<file path="config.mk">
export PLATFORM = sky130hd
export DESIGN_NAME = instr_fetch_unit
export DESIGN_NICKNAME = d
export VERILOG_FILES = /design/src/rtl/fetch_pkg.sv /design/src/rtl/fetch_fifo.sv /design/src/rtl/instr_fetch_unit.sv
export SDC_FILE = /design/constraint.sdc
export NUM_CORES = 1
export LEC_CHECK = 0
export ABC_CLOCK_PERIOD_IN_PS = 4100
export BUFFER_PORTS_ARGS = -buffer_cell sky130_fd_sc_hd__clkbuf_2
export CORE_UTILIZATION = 40
export DETAILED_ROUTE_END_ITERATION = 7
export MAX_ROUTING_LAYER = met4
export PLACE_DENSITY = 0.6
export SYNTH_ARGS = -nofsm -noshare
export SYNTH_HDL_FRONTEND = slang
export SYNTH_HIERARCHICAL = 1
export SYNTH_SLANG_ARGS = --single-unit
</file>
<file path="constraint.sdc">
create_clock -name clk -period 4.1 [get_ports clk]
set_clock_uncertainty 0.05 [all_clocks]
set_input_delay 0.205 -clock clk [delete_from_list [all_inputs] [get_ports clk]]
set_output_delay 0.205 -clock clk [all_outputs]
set_load 0.05 [all_outputs]
</file>
<file path="src/rtl/fetch_pkg.sv">
// Shared types and constants for the instruction fetch front end.
// Entry layout is what the prefetch FIFO stores per instruction.
package fetch_pkg;

  localparam int PC_W        = 32;
  localparam int DATA_W      = 32;
  localparam int INSTR_BYTES = 4;

  localparam logic [PC_W-1:0] RESET_PC = '0;

  typedef struct packed {
    logic [PC_W-1:0]   pc;
    logic [DATA_W-1:0] instr;
  } fetch_entry_t;

endpackage

</file>
<file path="src/rtl/fetch_fifo.sv">
// Prefetch FIFO of fetched instructions with their PCs.
// Flush clears everything; entries are read from the head combinationally.
module fetch_fifo
  import fetch_pkg::*;
#(
  parameter int DEPTH = 4,
  parameter int CW    = $clog2(DEPTH + 1)
) (
  input  logic          clk,
  input  logic          reset,
  input  logic          push,
  input  fetch_entry_t  din,
  input  logic          pop,
  input  logic          flush,
  output fetch_entry_t  dout,
  output logic [CW-1:0] count,
  output logic          empty,
  output logic          full
);

  localparam int AW = $clog2(DEPTH);

  fetch_entry_t    mem [DEPTH];
  logic [AW-1:0]   wr_ptr;
  logic [AW-1:0]   rd_ptr;
  logic            do_push;
  logic            do_pop;

  assign empty   = (count == '0);
  assign full    = (count == CW'(DEPTH));
  assign do_pop  = pop && !empty;
  assign do_push = push && (!full || do_pop);
  assign dout    = mem[rd_ptr];

  always_ff @(posedge clk) begin
    if (do_push && !flush && !reset) begin
      mem[wr_ptr] <= din;
    end
  end

  always_ff @(posedge clk) begin
    if (reset || flush) begin
      wr_ptr <= '0;
      rd_ptr <= '0;
      count  <= '0;
    end else begin
      if (do_push) begin
        wr_ptr <= wr_ptr + 1'b1;
      end
      if (do_pop) begin
        rd_ptr <= rd_ptr + 1'b1;
      end
      count <= count + CW'(do_push) - CW'(do_pop);
    end
  end

endmodule

</file>
<file path="src/rtl/instr_fetch_unit.sv">
// Fetch front end: owns the PC, issues credit-limited imem requests,
// buffers responses and drops stale ones after a redirect.
module instr_fetch_unit
  import fetch_pkg::*;
#(
  parameter int              DATA_W     = 32,
  parameter int              PC_W       = 32,
  parameter int              FIFO_DEPTH = 4,
  parameter logic [PC_W-1:0] RESET_PC   = '0
) (
  input  logic              clk,
  input  logic              reset,
  output logic              imem_req_valid,
  output logic [PC_W-1:0]   imem_req_addr,
  input  logic              imem_req_ready,
  input  logic              imem_resp_valid,
  input  logic [DATA_W-1:0] imem_resp_data,
  input  logic              redirect_valid,
  input  logic [PC_W-1:0]   redirect_pc,
  output logic              instr_valid,
  output logic [DATA_W-1:0] instr_data,
  output logic [PC_W-1:0]   instr_pc,
  input  logic              instr_ready
);

  localparam int CW = $clog2(FIFO_DEPTH + 1);

  logic [PC_W-1:0] fetch_pc;
  logic [PC_W-1:0] resp_pc;
  logic [PC_W-1:0] target;
  logic [CW-1:0]   outstanding;
  logic [CW-1:0]   drop_cnt;
  logic [CW-1:0]   fifo_count;
  logic [CW:0]     used;
  logic            req_fire;
  logic            resp_drop;
  logic            push;
  logic            pop;
  logic            empty;
  logic            full;
  fetch_entry_t    wdata;
  fetch_entry_t    head;

  assign used     = {1'b0, fifo_count} + {1'b0, outstanding};
  assign target   = {redirect_pc[PC_W-1:2], 2'b00};

  assign imem_req_valid = !reset && !redirect_valid
                       && (used < (CW+1)'(FIFO_DEPTH));
  assign imem_req_addr  = fetch_pc;

  assign req_fire  = imem_req_valid && imem_req_ready;
  assign resp_drop = (drop_cnt != '0);
  assign push      = imem_resp_valid && !resp_drop
                  && !redirect_valid;
  assign pop       = instr_valid && instr_ready;

  assign wdata.pc    = resp_pc;
  assign wdata.instr = imem_resp_data;

  fetch_fifo #(
    .DEPTH (FIFO_DEPTH),
    .CW    (CW)
  ) u_fifo (
    .clk   (clk),
    .reset (reset),
    .push  (push),
    .din   (wdata),
    .pop   (pop),
    .flush (redirect_valid),
    .dout  (head),
    .count (fifo_count),
    .empty (empty),
    .full  (full)
  );

  assign instr_valid = !empty;
  assign instr_data  = empty ? '0 : head.instr;
  assign instr_pc    = empty ? '0 : head.pc;

  always_ff @(posedge clk) begin
    if (reset) begin
      fetch_pc    <= RESET_PC;
      resp_pc     <= RESET_PC;
      outstanding <= '0;
      drop_cnt    <= '0;
    end else begin
      outstanding <= outstanding + CW'(req_fire)
                   - CW'(imem_resp_valid);
      unique case (1'b1)
        // in-flight responses, minus one landing now, become stale
        redirect_valid: begin
          fetch_pc <= target;
          resp_pc  <= target;
          drop_cnt <= outstanding - CW'(imem_resp_valid);
        end
        default: begin
          if (req_fire) begin
            fetch_pc <= fetch_pc + PC_W'(INSTR_BYTES);
          end
          if (push) begin
            resp_pc <= resp_pc + PC_W'(INSTR_BYTES);
          end
          if (imem_resp_valid && resp_drop) begin
            drop_cnt <= drop_cnt - 1'b1;
          end
        end
      endcase
    end
  end

  always_ff @(posedge clk) begin
    if (!reset && imem_resp_valid) begin
      assert (outstanding != '0)
        else $error("imem response with none outstanding");
    end
    if (!reset && push && !pop) begin
      assert (!full)
        else $error("imem response into full fifo");
    end
  end

endmodule

</file>
### Yosys cells after proc, flatten, opt, wreduce, memory -nomap -nowiden

Memories as Yosys holds them, arrays and structs flattened. A register that Yosys moved wholly into a read port is not among the register bits.
Index checks and enable logic that the tools add are counted.

| word-level totals | value |
|---|---|
| register bits after elaboration | 77 |
| RAM bits | 256 |
| bits of input ports | 70 |
| output and inout port bits | 98 |
| word-level logic and storage cells | 59 |
| memories kept | 1 |

| cells by class | value |
|---|---|
| add/subtract/negate cells | 11 |
| order comparisons | 1 |
| eq/ne operators | 1 |
| mux-type cells | 12 |
| reductions and logical operators | 24 |

Memory list:

| memory | depth | bits a word | rd ports | clocked after memory_dff | wr ports | line | source |
|---|---|---|---|---|---|---|---|
| u_fifo.mem | 4 | 64 | 1 | 1 | 1 | fetch_fifo.sv:23 | `fetch_entry_t mem [DEPTH];` |

Operators with widths:

| cell | count |
|---|---|
| $mux 32 | 6 |
| $add 32x3->32 const B | 2 |
| $logic_and 1x1->1 | 11 |
| $sub 3x1->3 | 3 |
| $add 3x1->3 | 2 |
| $mux 3 | 2 |
| $reduce_bool 2->1 | 3 |
| $logic_not 1->1 | 5 |
| $add 2x1->2 const B | 2 |
| $add 3x3->4 | 1 |
| $lt 4x3->1 const B | 1 |
| $mux 2 | 2 |
| $eq 3x3->1 const B | 1 |
| $logic_not 3->1 | 1 |
| $reduce_bool 3->1 | 1 |
| $sub 3x1->3 const B | 1 |
| $logic_or 1x1->1 | 2 |
| $mux 1 | 2 |
| $reduce_or 2->1 | 1 |

### Longest topological paths before layout

Gate-level depths: netlist (run 1).

| logic depth | value |
|---|---|
| depth in word-level cells | 10 |
| mapped depth | 13 |
| depth with buffers taken out | 11 |

### By module

The synthesis (run 1) kept the hierarchy.

By module, submodules not included:

| module | instances | cells each | area an instance (µm²) | sequential area each (µm²) |
|---|---|---|---|---|
| fetch_fifo | 1 | 381 | 9785.6 | 7867.5 |
| instr_fetch_unit | 1 | 552 | 4331.7 | 1321.3 |

### Worst setup path after synthesis (run 1)

Ideal clock, no wire load.

| timing | value |
|---|---|
| path type | reg2reg |
| start | reg u_fifo.count[1] |
| end | mem u_fifo/mem[0][0] (netlist bit), enable pin |
| library setup time | 429 ps |
| arrival time | 2881 ps |
| data required time | 3621 ps |
| slack | 740 ps |
| stages on the path, launching flop included | 7 |
| path buffers | 1 |
| clock period less this slack | 3360 ps |
| path through | dfxtp_1 nor3_1 clkbuf_1 nor2b_1 inv_1 a21boi_2 and3_1 |

| on the way | value |
|---|---|
| cells in the longest elaborated chain, start to end | 10 |
| elaborated cells between the ends (all ways) | 12 |
| classes of those cells | eq/ne: 1; mux: 2; reduce/logical: 9 |

RTL lines:

| element | line | source |
|---|---|---|
| start: declaration | fetch_fifo.sv:16 | `output logic [CW-1:0] count,` |
| start signal: assignment | fetch_fifo.sv:53 | `count <= count + CW'(do_push) - CW'(do_pop);` |
| $logic_not 3->1 | fetch_fifo.sv:29 | `assign empty = (count == '0);` |
| net empty | instr_fetch_unit.sv:39 | `logic empty;` |
| $logic_not 1->1 | instr_fetch_unit.sv:76 | `assign instr_valid = !empty;` |
| $logic_and 1x1->1 | instr_fetch_unit.sv:55 | `assign pop = instr_valid && instr_ready;` |
| net pop | instr_fetch_unit.sv:38 | `logic pop;` |
| $logic_and 1x1->1 | fetch_fifo.sv:31 | `assign do_pop = pop && !empty;` |
| $logic_or 1x1->1 | fetch_fifo.sv:32 | `assign do_push = push && (!full \|\| do_pop);` |
| $logic_and 1x1->1 | fetch_fifo.sv:32 |  |
| $logic_and 1x1->1 (2 in series) | fetch_fifo.sv:36 | `if (do_push && !flush && !reset) begin` |
| $mux 1 | fetch_fifo.sv:36 |  |
| $mux 1 (implied by the code) | fetch_fifo.sv:37 | `mem[wr_ptr] <= din;` |
| end: declaration | fetch_fifo.sv:23 |  |

The timed path passes the listed nets, and every way through them passes these cells.

### Final worst setup path (run 1)

| timing | value |
|---|---|
| start | reg u_fifo.count[2] |
| end | reg outstanding[2] |

| on the way | value |
|---|---|
| cells in the longest elaborated chain, start to end | 6 |

RTL lines:

| element | line | source |
|---|---|---|
| $add 3x3->4 | instr_fetch_unit.sv:44 | `assign used = {1'b0, fifo_count} + {1'b0, outstanding};` |
| $lt 4x3->1 | instr_fetch_unit.sv:48 | `&& (used < (CW+1)'(FIFO_DEPTH));` |
| $logic_and 1x1->1 | instr_fetch_unit.sv:48 |  |
| $logic_and 1x1->1 | instr_fetch_unit.sv:51 | `assign req_fire = imem_req_valid && imem_req_ready;` |
| $add 3x1->3 | instr_fetch_unit.sv:87 | `outstanding <= outstanding + CW'(req_fire)` |
| $sub 3x1->3 | instr_fetch_unit.sv:88 | `- CW'(imem_resp_valid);` |
| end signal: assignment | instr_fetch_unit.sv:87 |  |
| end: declaration | instr_fetch_unit.sv:31 | `logic [CW-1:0] outstanding;` |

Every way passes these cells.
A chain may end at the register's enable or synchronous reset.

==> metrics, run 1 <==
Post-Synthesis Cell Area=around 14,000 um2; antenna violations before repair=0; IO Port Bufs=around 160; gp weighted congestion=~0.86; Buf/Inv on CP=3; HP Class=primary input to register; final wirelength=approximately 31 mm; internal reg-to-reg setup slack=between 1000 and 1500 ps; Synth Area in XOR/XNOR=0.0217; Setup crit start kind=register; CP max stage delay=450 ps; Final HPWL DP=19.1 mm; Leakage=~6 nW; Max stage delay cell, worst path=dfxtp_1; grt met3 use=0.0255; delay-heaviest family, CP=adder cells; share of cells above drive strength 1=0.273; clock sink count=between 300 and 400; Routed Antenna Nets=0; main combinational cell family by area after synthesis=simple AND/OR/NAND/NOR gates; CP Max Fanout=26; post-synthesis mux area share=0.110; sequential area share after synthesis=0.651; Longest Clk Path Bufs=3; vias in the first global route=8,661; number of CTS-inserted buffers=36; Nets=about 1,200; RR Startpoint=u_fifo/count[2]; dpl cell area=between 15,000 and 20,000 um2; critical path class=register to register; first-pass GRT wire length=48.2 mm; Slew HR=0.343; R2R depth=12; most frequent cell after synthesis=edfxtp_1; GR peak layer=met2; number of enable flip-flop cells after synthesis=256; Die Area=~36,000 um2; critical path required time=4430 ps; Pwr per Cell Area=roughly 440 nW/um2; CP Capture Type=register; vias=8,688; Core Region=34,600 um2; syn_area_per_cell=around 15 um2; Iteration-0 DRC Markers=571; Most used DFF post-synth=edfxtp_1; VDD IR max=0.000249 V; synth unique cells=71; TritonCTS clock tree=done; setup_tns=0 ps; clk_lat worst skew=520 ps; Area Overhead vs Synth=21.5%; synthesized instance count=933; Commonest cells post-synth=256 x edfxtp_1, 75 x dfxtp_1, 71 x nor2b_1, 60 x mux4_2, 50 x nand2_1; area leader, netlist=edfxtp_1; CTS root buf=clkbuf_16; Yosys reg bits=between 300 and 400; DRC violations left=0; min-delay src=redirect_pc[4]; fin. max-slew vios=0; r2r endpoint=outstanding[2]; fin crit share=0.721; num rows=68; crit-path cells=ha_1, nor3_1, and4_1, buf_4, inv_1, ha_1, inv_1, ha_1, fa_1, xnor2_1, xnor2_1, nor2_1; Synth top area share=0.545; post-route design area=about 17,000 um2; met2 GRT Util=0.273; CTS clk-pin slew, worst paths=~60 ps; area share of and/or/nand/nor cells after synthesis=0.122; Comb power frac=0.076; switch share=0.232; Hold EP=resp_pc[4]; final critical-path required period=about 3000 ps; H-tree Lvls=2; Worst-Margin Slew=about 980 ps; Reg power frac=0.501; adder-cell share of the synthesized area=0.0161; asr flop ratio synth=0; die height=approximately 190 um; met1 GRT Util=0.249; postcts setup bufs=0; pin count of the biggest net entering global routing=66; Clk pwr share=0.423; average via count per standard cell=~5.3; Fill cells=2,980; FMAX=roughly 340 MHz; # IOs=between 150 and 200; GRT Util Overall=0.178; Hold Path Stages=4; Synth Warn #=6; most used cell, CP=ha_1; CP arrival=between 3000 and 4000 ps; initial core utilization=0.408; die width=around 190 um; antenna fix cells=0; DR pass1 iterations=5; Synth area leaders=edfxtp_1 54%, dfxtp_1 11%, mux4_2 9.6%; status=completed; internal cell power=5.79 mW; Synth Area in Compound Gates=0.0481; Final Hold Fails=0; RSZ-0062 raised after global routing=no; P_sw=approximately 1.7 mW; grt ovf=0; max-cap viol count=0; final setup vio count=0; WL/cell=around 19 um
repair_timing:
action                                 CTS  global route
resized for setup                        0             0
hold buffers                            56             0
endpoints found under the hold margin  170             0
layout make-up:
cell class / count / area [um2] / area share
inverter: 25 / 93.8 / 0.00547
clock buffer: 43 / 980 / 0.0571
tap: 455 / 569 / 0.0332
multi-input combinational: 533 / 4550 / 0.265
sequential: 331 / 9190 / 0.536
timing repair buffer: 235 / 1570 / 0.0916
clock inverter: 23 / 201 / 0.0117
flip-flops by register name, indices dropped and copies added, names as in the netlist, named ones only:
register       count
u_fifo/rd_ptr      2
outstanding        3
resp_pc           30
imem_req_addr     30
drop_cnt           3
u_fifo/wr_ptr      2
u_fifo/count       3
u_fifo/mem       256
through the flow:
| stage | std cells | power, mW | hold slack, ps | setup WS, ps | util |
|---|---|---|---|---|---|
| floorplan | 942 | 4.20 | 232 | 740 | - |
| global placement | 1523 | 4.37 | 372 | 1100 | 0.445 |
| detailed placement | 1523 | 4.38 | 377 | 1140 | 0.445 |
| CTS | 1645 | 7.63 | 5.11 | 1050 | 0.495 |
| global route | 1645 | 7.81 | 31.1 | 869 | 0.495 |
| finish | 1645 | 7.54 | 24.2 | 1140 | 0.495 |
metal layers:
| layer | wire [um] | part of all wire |
|---|---|---|
| met5 | 0 | 0 |
| met1 | 14100 | 0.46 |
| met3 | 1710 | 0.056 |
| met4 | 614 | 0.020 |
| met2 | 14100 | 0.46 |
power groups by stage:
stage / combinational (mW) / sequential (mW) / clock, mW
finish: 0.571 / 3.78 / 3.19
detailed placement: 0.531 / 3.85 / 0
CTS: 0.575 / 3.78 / 3.27
floorplan: 0.315 / 3.88 / 0
global route: 0.624 / 3.79 / 3.39
global placement: 0.524 / 3.85 / 0
cell usage in the layout (no fill, tap or decap), drive strengths merged, types with 23 or more instances in the layout:
cell	count
nand3	30
edfxtp	256
clkbuf	206
dfxtp	75
nand4	32
inv	25
nor2b	71
nand2	50
nor2	36
a21oi	26
mux4	64
nor3	23
dlygate4sd3	56
worst max path at each step:
stage / start / to / slack [ps] / cells after the start
3_3_place_gp: u_fifo/count[2] / outstanding[2] / 1100 / 12
5_1_grt: u_fifo/count[2] / outstanding[2] / 870 / 12
3_5_place_dp: u_fifo/count[2] / outstanding[2] / 1140 / 12
2_1_floorplan: u_fifo/count[1] / u_fifo/mem[0][0] / 740 / 6
6_report: u_fifo/count[2] / outstanding[2] / 1140 / 12
4_1_cts: register / instr_pc[25] / 1050 / 4
worst min-delay path, cell delays in order:
cell and delay [ps]:
clkbuf_2 80, inv_1 40, a21oi_1 90, a21boi_0 130
kinds of logic (layout without fill, tap and decap cells):
kind of cell	Yosys count	count (layout)
simple gates	300	300
compound gates	98	98
buf+inv	78	326
fa+ha+maj	17	17
other cells	1	10
xor+xnor	35	35
mux	73	73
flops	331	331
(Power assumes the default switching activity.)
==> inputs of run 2 (changes only) <==
--- a/config.mk
+++ b/config.mk
@@ -5,7 +5,7 @@
 export SDC_FILE = /design/constraint.sdc
 export NUM_CORES = 1
 export LEC_CHECK = 0
-export ABC_CLOCK_PERIOD_IN_PS = 4100
+export ABC_CLOCK_PERIOD_IN_PS = 2800
 export BUFFER_PORTS_ARGS = -buffer_cell sky130_fd_sc_hd__clkbuf_2
 export CORE_UTILIZATION = 40
 export DETAILED_ROUTE_END_ITERATION = 7
==> constraint.sdc (replaced) <==
create_clock -name clk -period 2.8 [get_ports clk]
set_clock_uncertainty 0.05 [all_clocks]
set_input_delay 0.14 -clock clk [delete_from_list [all_inputs] [get_ports clk]]
set_output_delay 0.14 -clock clk [all_outputs]
set_load 0.05 [all_outputs]
==> metrics, run 2 (synthesis results as in run 1) <==
status=completed (unchanged); DR pass1 iterations=5 (unchanged); grt met3 use=0.0280 (was 0.0255); Die Area=36,000 um2 (unchanged); DRC violations left=0 (unchanged); DP Cell Count=1,541 (was 1,523); CTS clk-pin slew, worst paths=60 ps (about the same); final setup vio count=0 (unchanged); Hold EP=drop_cnt[0] (was resp_pc[4]); share of cells above drive strength 1=0.280 (was 0.273); Biggest register=u_fifo/mem (unchanged); grt ovf=0 (unchanged); VDD IR max=0.000368 V (was 0.000249 V); Iteration-0 DRC Markers=485 (was 571); max-cap viol count=0 (unchanged); pin count of the biggest net entering global routing=66 (unchanged); Final HPWL DP=18.8 mm (was 19.1 mm); FMAX=383 MHz (was 338 MHz); Clk pwr share=0.425 (was 0.423); post-route design area=17,400 um2 (was 17,200 um2); final wirelength=30.4 mm (was 30.6 mm); Setup crit start kind=register (unchanged); clock sink count=331 (unchanged); final critical-path required period=2610 ps (was 2960 ps); setup_tns=0 ps (unchanged); Leakage=6.11 nW (was 5.96 nW); RSZ-0062 raised after global routing=no (unchanged); Final Hold Fails=0 (unchanged); GR peak layer=met2 (unchanged); r2r endpoint=outstanding[2] (unchanged); vias=8,679 (was 8,688); fin crit share=0.932 (was 0.721); RR Startpoint=outstanding[2] (was u_fifo/count[2]); first-pass GRT wire length=48.4 mm (was 48.2 mm); commonest cells after routing, fill and taps aside=256 x edfxtp_1, 163 x clkbuf_2, 73 x dfxtp_1 (unchanged); # IOs=168 (unchanged); fin. max-slew vios=0 (unchanged); Longest Clk Path Bufs=3 (unchanged); gp weighted congestion=0.831 (was 0.857); Routed Antenna Nets=0 (unchanged); H-tree Lvls=2 (unchanged); GRT Util Overall=0.178 (about the same); antenna fix cells=0 (unchanged); vias in the first global route=8,699 (was 8,661); Core Region=34,600 um2 (unchanged); Reg power frac=0.497 (was 0.501); internal cell power=8.60 mW (was 5.79 mW); TritonCTS clock tree=done (unchanged); R2R depth=11 (was 12); IO Port Bufs=163 (unchanged); average via count per standard cell=5.20 (was 5.28); number of CTS-inserted buffers=36 (unchanged); P_sw=2.53 mW (was 1.75 mW); internal reg-to-reg setup slack=190 ps (was 1140 ps); dpl cell area=15,600 um2 (was 15,400 um2); CP Capture Type=register (unchanged); Slew HR=0.481 (was 0.343); Comb power frac=0.078 (was 0.076); critical path required time=3110 ps (was 4430 ps); antenna violations before repair=0 (unchanged); initial core utilization=0.408 (unchanged); Pwr per Cell Area=638 nW/um2 (was 440 nW/um2); switch share=0.227 (was 0.232); HP Class=primary input to register (unchanged); max reg flops=256 (unchanged); met2 GRT Util=0.274 (was 0.273); Worst-Margin Slew=779 ps (was 980 ps); Hold Path Stages=3 (was 4); num rows=68 (unchanged); Non-Filler Instances=1,669 (was 1,645); critical path class=register to register (unchanged); CTS root buf=clkbuf_16 (unchanged); min-delay src=imem_resp_valid (was redirect_pc[4]); die height=190 um (unchanged); WL/cell=18.2 um (was 18.6 um); met1 GRT Util=0.249 (about the same); CP Max Fanout=3 (was 26); CP arrival=2930 ps (was 3290 ps); Area Overhead vs Synth=23.5% (was 21.5%); Nets=1,274 (was 1,249); clk_lat worst skew=520 ps (about the same); commonest non-fill, non-tap cell in the layout=edfxtp_1 (unchanged); die width=190 um (unchanged)
-- run 2: changes by cell type in the layout (fill, tap and decap cells not counted), moves of 2 or more --
| cell | delta |
|---|---|
| clkinv_1 | -3 |
| buf_12 | +5 |
| dlygate4sd3_1 | +7 |
| clkinvlp_4 | -3 |
| clkbuf_1 | +4 |
| clkinvlp_2 | +2 |
| clkinv_2 | -2 |
| buf_4 | +13 |
-- run 2: worst max-delay path, cell delays in order, from the launching register on --
cell	delay (ps)
dfxtp_1	390
ha_1	250
nor3_1	240
and4_1	250
inv_1	60
ha_1	260
inv_1	40
ha_1	180
fa_1	390
xnor2_1	180
xnor2_1	140
nor2_1	50
-- run 2: layout make-up --
| type | instances | area [um2] |
|---|---|---|
| Inverter | 25 | 93.8 |
| Fill cell | 3013 | 17200 |
| Multi-Input combinational cell | 533 | 4540 |
| Clock buffer | 47 | 995 |
| Sequential cell | 331 | 9190 |
| Tap cell | 455 | 569 |
| Timing Repair Buffer | 260 | 1840 |
| Clock inverter | 18 | 198 |
-- run 2: metal layers --
| metal | wire (um) | part of all wire | vias up |
|---|---|---|---|
| met2 | 13900 | 0.46 | 263 |
| met5 | 0 | 0 | - |
| li1 | - | - | 4102 |
| met3 | 1570 | 0.051 | 33 |
| met1 | 14600 | 0.48 | 4281 |
| met4 | 354 | 0.012 | 0 |
-- run 2: worst max-delay path by stage --
| stage | start | endpoint | slack [ps] | cells after the start |
|---|---|---|---|---|
| final | outstanding[2] | outstanding[2] | 190 | 11 |
| after global routing | outstanding[2] | outstanding[2] | 10 | 11 |
| after CTS | register | instr_data[0] | 110 | 4 |
| after detailed placement | outstanding[2] | outstanding[2] | 200 | 11 |
| after global placement | outstanding[2] | outstanding[2] | 220 | 11 |
| after floorplan | u_fifo/count[2] | outstanding[2] | 10 | 13 |
-- run 2: power groups by stage --
stage / sequential [mW] / clock (mW) / combinational (mW)
finish: 5.53 / 4.73 / 0.872
global route: 5.54 / 5.05 / 0.954
CTS: 5.52 / 4.85 / 0.880
detailed placement: 5.63 / 0 / 0.809
global placement: 5.62 / 0 / 0.796
floorplan: 5.69 / 0 / 0.462
-- run 2: per-stage QoR --
step / worst slack (ps) / util / total power, mW / hold WS [ps]
final: 189 / 0.503 / 11.1 / 18.4
after global placement: 220 / 0.451 / 6.42 / 310
after floorplan: 12.6 / - / 6.15 / 167
after global routing: 13.1 / 0.503 / 11.5 / 41.6
after detailed placement: 203 / 0.451 / 6.44 / 319
after CTS: 113 / 0.503 / 11.3 / 2.92
-- run 2: what timing repair did --
| action | CTS | global route |
|---|---|---|
| resized for setup | 0 | 0 |
| hold endpoints to repair | 185 | 0 |
| setup endpoints to repair | 0 | 0 |
| setup buffers | 0 | 0 |
| hold buffers | 63 | 0 |
